**src/rtl/fila_param_if.sv**
```systemverilog
// Handshake/status bundle for the fila_param circular FIFO.
// master = producer/consumer side, slave = the FIFO itself.
interface fila_param_if #(
  parameter int WIDTH = 8,
  parameter int DEPTH = 8
);
  localparam int LW = $clog2(DEPTH + 1);

  logic [WIDTH-1:0] data_in;
  logic             enqueue_in;
  logic             dequeue_in;
  logic             flush_in;
  logic [WIDTH-1:0] data_out;
  logic [WIDTH-1:0] head_out;
  logic [LW-1:0]    len_out;
  logic             full_out;
  logic             empty_out;
  logic             almost_full_out;
  logic             overflow_out;
  logic             underflow_out;

  modport master (
    output data_in, enqueue_in, dequeue_in, flush_in,
    input  data_out, head_out, len_out, full_out, empty_out,
           almost_full_out, overflow_out, underflow_out
  );

  modport slave (
    input  data_in, enqueue_in, dequeue_in, flush_in,
    output data_out, head_out, len_out, full_out, empty_out,
           almost_full_out, overflow_out, underflow_out
  );
endinterface

```
**src/rtl/fila_param.sv**
```systemverilog
// Parametrised circular-buffer FIFO with simultaneous enqueue/dequeue,
// occupancy status, sticky overflow/underflow flags, flush and head peek.
module fila_param #(
  parameter int WIDTH        = 8,
  parameter int DEPTH        = 8,
  parameter int AFULL_THRESH = DEPTH - 2
) (
  input logic        clk_10KHz,
  input logic        reset,
  fila_param_if.slave bus
);
  localparam int LW = $clog2(DEPTH + 1);
  localparam int PW = $clog2(DEPTH);

  logic [WIDTH-1:0] mem_q [DEPTH];

  logic [PW-1:0]    wr_ptr_q, wr_ptr_d;
  logic [PW-1:0]    rd_ptr_q, rd_ptr_d;
  logic [LW-1:0]    len_q, len_d;
  logic [WIDTH-1:0] data_out_q, data_out_d;
  logic             overflow_q, overflow_d;
  logic             underflow_q, underflow_d;

  logic full, empty, do_enq, do_deq;

  always_comb begin
    full   = (len_q == LW'(DEPTH));
    empty  = (len_q == '0);
    do_deq = bus.dequeue_in && !bus.flush_in && !empty;
    // A same-edge read frees a slot, so a full queue still accepts the write.
    do_enq = bus.enqueue_in && !bus.flush_in && (!full || do_deq);

    wr_ptr_d    = wr_ptr_q;
    rd_ptr_d    = rd_ptr_q;
    len_d       = len_q;
    data_out_d  = data_out_q;
    overflow_d  = overflow_q;
    underflow_d = underflow_q;

    if (bus.flush_in) begin
      wr_ptr_d    = '0;
      rd_ptr_d    = '0;
      len_d       = '0;
      data_out_d  = '0;
      overflow_d  = 1'b0;
      underflow_d = 1'b0;
    end else begin
      if (do_enq) begin
        wr_ptr_d = wr_ptr_q + PW'(1);
      end
      if (do_deq) begin
        rd_ptr_d   = rd_ptr_q + PW'(1);
        data_out_d = mem_q[rd_ptr_q];
      end
      if (do_enq && !do_deq) begin
        len_d = len_q + LW'(1);
      end else if (!do_enq && do_deq) begin
        len_d = len_q - LW'(1);
      end
      if (bus.enqueue_in && !bus.dequeue_in && full) begin
        overflow_d = 1'b1;
      end
      if (bus.dequeue_in && empty) begin
        underflow_d = 1'b1;
      end
    end
  end

  always_ff @(posedge clk_10KHz or negedge reset) begin
    if (!reset) begin
      wr_ptr_q    <= '0;
      rd_ptr_q    <= '0;
      len_q       <= '0;
      data_out_q  <= '0;
      overflow_q  <= 1'b0;
      underflow_q <= 1'b0;
    end else begin
      wr_ptr_q    <= wr_ptr_d;
      rd_ptr_q    <= rd_ptr_d;
      len_q       <= len_d;
      data_out_q  <= data_out_d;
      overflow_q  <= overflow_d;
      underflow_q <= underflow_d;
    end
  end

  // Storage is deliberately not reset; stale words are hidden while empty.
  always_ff @(posedge clk_10KHz) begin
    if (do_enq) begin
      mem_q[wr_ptr_q] <= bus.data_in;
    end
  end

  assign bus.data_out        = data_out_q;
  assign bus.head_out        = empty ? '0 : mem_q[rd_ptr_q];
  assign bus.len_out         = len_q;
  assign bus.full_out        = full;
  assign bus.empty_out       = empty;
  assign bus.almost_full_out = (len_q >= LW'(AFULL_THRESH));
  assign bus.overflow_out    = overflow_q;
  assign bus.underflow_out   = underflow_q;
endmodule

```
**src/flat_wrapper.sv**
```systemverilog
// flat-port wrapper written by rule: the top's interface ports become plain ports
module fila_param_flat 
#(
  parameter int WIDTH        = 8,
  parameter int DEPTH        = 8,
  parameter int AFULL_THRESH = DEPTH - 2
)
  (clk_10KHz, reset, bus_data_in, bus_enqueue_in, bus_dequeue_in, bus_flush_in, bus_data_out, bus_head_out, bus_len_out, bus_full_out, bus_empty_out, bus_almost_full_out, bus_overflow_out, bus_underflow_out);
  fila_param_if #(.WIDTH(WIDTH), .DEPTH(DEPTH)) bus_i ();
  input logic clk_10KHz;
  input logic reset;
  input wire logic [$bits(bus_i.data_in)-1:0] bus_data_in;
  input wire logic [$bits(bus_i.enqueue_in)-1:0] bus_enqueue_in;
  input wire logic [$bits(bus_i.dequeue_in)-1:0] bus_dequeue_in;
  input wire logic [$bits(bus_i.flush_in)-1:0] bus_flush_in;
  output wire logic [$bits(bus_i.data_out)-1:0] bus_data_out;
  output wire logic [$bits(bus_i.head_out)-1:0] bus_head_out;
  output wire logic [$bits(bus_i.len_out)-1:0] bus_len_out;
  output wire logic [$bits(bus_i.full_out)-1:0] bus_full_out;
  output wire logic [$bits(bus_i.empty_out)-1:0] bus_empty_out;
  output wire logic [$bits(bus_i.almost_full_out)-1:0] bus_almost_full_out;
  output wire logic [$bits(bus_i.overflow_out)-1:0] bus_overflow_out;
  output wire logic [$bits(bus_i.underflow_out)-1:0] bus_underflow_out;
  assign bus_i.data_in = bus_data_in;
  assign bus_i.enqueue_in = bus_enqueue_in;
  assign bus_i.dequeue_in = bus_dequeue_in;
  assign bus_i.flush_in = bus_flush_in;
  assign bus_data_out = bus_i.data_out;
  assign bus_head_out = bus_i.head_out;
  assign bus_len_out = bus_i.len_out;
  assign bus_full_out = bus_i.full_out;
  assign bus_empty_out = bus_i.empty_out;
  assign bus_almost_full_out = bus_i.almost_full_out;
  assign bus_overflow_out = bus_i.overflow_out;
  assign bus_underflow_out = bus_i.underflow_out;
  fila_param #(.WIDTH(WIDTH), .DEPTH(DEPTH), .AFULL_THRESH(AFULL_THRESH)) u_core (.clk_10KHz(clk_10KHz), .reset(reset), .bus(bus_i));
endmodule
```
**config.mk**
```make
export PLATFORM = sky130hd
export DESIGN_NAME = fila_param_flat
export DESIGN_NICKNAME = d
export VERILOG_FILES = /design/src/rtl/fila_param_if.sv /design/src/rtl/fila_param.sv /design/src/flat_wrapper.sv
export SDC_FILE = /design/constraint.sdc
export NUM_CORES = 1
export LEC_CHECK = 0
export CAP_MARGIN = 20
export CORE_MARGIN = 3
export CORE_UTILIZATION = 45
export CTS_CLUSTER_DIAMETER = 200
export DETAILED_ROUTE_END_ITERATION = 10
export GPL_TIMING_DRIVEN = 0
export PLACE_DENSITY = 0.75
export SLEW_MARGIN = 20
export SYNTH_ARGS = -nofsm -noshare
export SYNTH_HDL_FRONTEND = slang
export SYNTH_SLANG_ARGS = --single-unit
```
**constraint.sdc**
```tcl
create_clock -name clk_10KHz -period 7.5 [get_ports clk_10KHz]
set_input_delay 1.125 -clock clk_10KHz [delete_from_list [all_inputs] [get_ports clk_10KHz]]
set_output_delay 1.125 -clock clk_10KHz [all_outputs]
set_load 0.02 [all_outputs]
```
==> run summary <==
ANT cells - 0
leading post-synthesis cells by cell area - edfxtp_1 (54%), dfrtp_1 (14%), mux4_2 (10%)
Sw Share - 31.7%
DR pass1 iterations - 4
Synth-to-Final Area Change - 20.9%
status - finished, final reports clean
CTS tree - done
Seq/Total Area, Yosys - 68.5%
Root Buffer - clkbuf_8
Int Pwr - 892 uW
Synth top area share - 54.3%
post-synthesis register bit count - 84
most common cell after layout, fill and taps aside - edfxtp_1
Hold Crit Class - reg2reg
PostCTS Resize Cnt - 0
CTS Hold Buffers Added - 0
# Post-CTS Setup Buffers - 0
Power Density - 305 nW/um2
standard-cell row count - 31
H-tree levels - 3
hpwl dp - 4480 um
setup_tns - 0 ns
Final #Nets - 282
Setup violations, final - 0
Flop pwr share - 42.7%
buffers added on ports - 36
crit path launch type - flip-flop
Post-Route WL - 6720 um
period utilization - 56.6%
clk buf depth - 2
fin crit period - 4.24 ns
Peak Freq - 0.236 GHz
WHS Path Cells - 2
Antenna Violating Nets Remaining - 0
synth warn - 0
Core ar. - 7450 um2
Crit. End Element - primary output
synth unique cells - 38
unrepaired setup endpoints after global routing - no
total power - 1.30 mW
MaxCap Viol Count - 0
Die Ht - 94.7 um
Relative slew margins - 36.5%
Clk pin slew, worst setup/hold paths - 0.09 ns
R2R depth - 9
worst flop-to-flop path startpoint - u_core.bus.len_out[0]
Starting Density - 47.5%
via count - 1997
DR WL/cell - 18.3 um
Clock Skew - 0.00697 ns
worst slew pin tran - 0.950 ns
WHS Endpoint - u_core.bus.overflow_out
area leader, netlist - edfxtp_1
drt via density - 5.43
CP Max Fanout - 10
Post-Syn Nets - 233
Clock Power Share - 25.9%
Worst EP required - 6.38 ns
LEAKAGE - 1.52 nW
grt ovf - 0
DR iter-0 viols - 112
RR Endpoint - u_core.bus.len_out[3]
Residual DRC - 0
largest net degree at the start of global routing - 21
Die Span X - 94.7 um
most frequent cells in the layout - edfxtp_1 (64), clkdlybuf4s50_1 (36), nor2_1 (29)
Worst Hold Launch - u_core.bus.overflow_out
Die Area - 8960 um2
# fillers - 596
Hold Fails Final Rpt - 0
Slew Viols, Final - 0
flop2flop setup slack - 4.46 ns
share of cells above drive strength 1 - 22.3%
Placer Congestion - 0.755
Arr. time, crit path - 3.12 ns
vias in the first global route - 1982
Comb power frac - 31.4%
first-pass GRT wire length - 10800 um
Mapped Cells - 215
antenna violations before repair - 0
Syn Area/Cell - 16.5 um2
Post-Syn Area - 3540 um2
Max VDD drop - 0.135 mV
Sink Count - 84
CP Class - reg2out
switching pwr - 413 uW
worst skew pair latency - 0.36 ns
all-layer global routing usage - 16.5%
total CTS buffers - 9
IO Count - 38
## synthesized netlist by cell type (all sizes together)
cell type	n
clkbuf	5
o21ai	3
mux4	16
nor2b	2
nand3	5
fa	1
inv	6
or4	1
dfrtp	20
and3	1
edfxtp	64
nor3	3
mux2	1
nor2	29
or3	2
xnor2	1
mux2i	10
a21o	3
buf	7
o211ai	2
or4b	1
o21a	1
nand2	4
a21oi	5
xor2	3
a31o	8
a211oi	1
clkinv	1
ha	4
nor4b	1
o221ai	1
nor4	1
nand2b	1
a41o	1
## power groups by stage
stage                     Sequential [mW]  Clock [mW]  Combinational (mW)
after floorplan                     0.586           0               0.232
after detailed placement            0.568           0               0.413
after CTS                           0.558       0.344               0.415
after global routing                0.563       0.364               0.444
after global placement              0.566           0               0.403
final                               0.558       0.337               0.410
## critical path: stages (launching register included)
cell and delay (ns):
dfrtp_1 0.36, clkbuf_1 0.47, clkbuf_1 0.57, mux4_2 0.42
mux2i_1 0.32, nor2_1 0.08, clkdlybuf4s50_1 0.55
## flip-flops by register name (all words and copies together), names as in the netlist
signal,flops
u_core.mem_q,64
u_core.bus.data_out,8
u_core.bus.len_out,4
u_core.rd_ptr_q,3
u_core.wr_ptr_q,3
u_core.bus.overflow_out,1
u_core.bus.underflow_out,1
## area by class of cell
class	instances	area, um2	area share, %
tap	99	124	2.90
buffer	12	58.8	1.38
clock inverter	7	87.6	2.05
multi-input combinational	112	1060	24.8
sequential	84	2420	56.6
clock buffer	9	124	2.90
timing repair buffer	38	375	8.78
inverter	7	26.3	0.614
## cells by family after synthesis
| group | Yosys count | share of synthesized area (%) |
|---|---|---|
| compound gates | 25 | 5.80 |
| mux | 27 | 13.3 |
| buf+inv | 19 | 2.40 |
| xor+xnor | 4 | 0.990 |
| fa+ha+maj | 5 | 1.98 |
| simple gates | 51 | 7.04 |
| flops | 84 | 68.5 |
## per-stage QoR
stage          cells  worst slack, ns  hold slack (ns)  area (um2)  utilization [%]
3_3_place_gp     350             3.44            0.477        4020             54.0
5_1_grt          368             3.11            0.534        4280             57.4
2_1_floorplan    215             4.37            0.557        3540                -
3_5_place_dp     352             3.64            0.496        4070             54.6
6_report         368             3.26            0.514        4280             57.4
4_1_cts          368             3.23            0.516        4280             57.4
## how the worst max path moves through the flow
stage / start / endpoint / slack [ns] / cells after the start
global placement: bus_enqueue_in / u_core.mem_q[0][2] / 3.44 / 3
detailed placement: u_core.rd_ptr_q[1] / bus_head_out[2] / 3.64 / 6
floorplan: bus_dequeue_in / u_core.bus.len_out[3] / 4.37 / 8
global route: u_core.rd_ptr_q[1] / bus_head_out[2] / 3.11 / 6
finish: u_core.rd_ptr_q[1] / bus_head_out[1] / 3.26 / 6
CTS: u_core.rd_ptr_q[1] / bus_head_out[2] / 3.23 / 6
## per-layer routing
layer	up-vias	track usage [%]	part of all wire [%]
met3	11	3.11	5.3
li1	925	-	-
met2	54	25.1	47
met4	0	6.85	1.9
met1	1007	23.4	46
met5	-	0	0
Power figures use the tool's default switching activity.
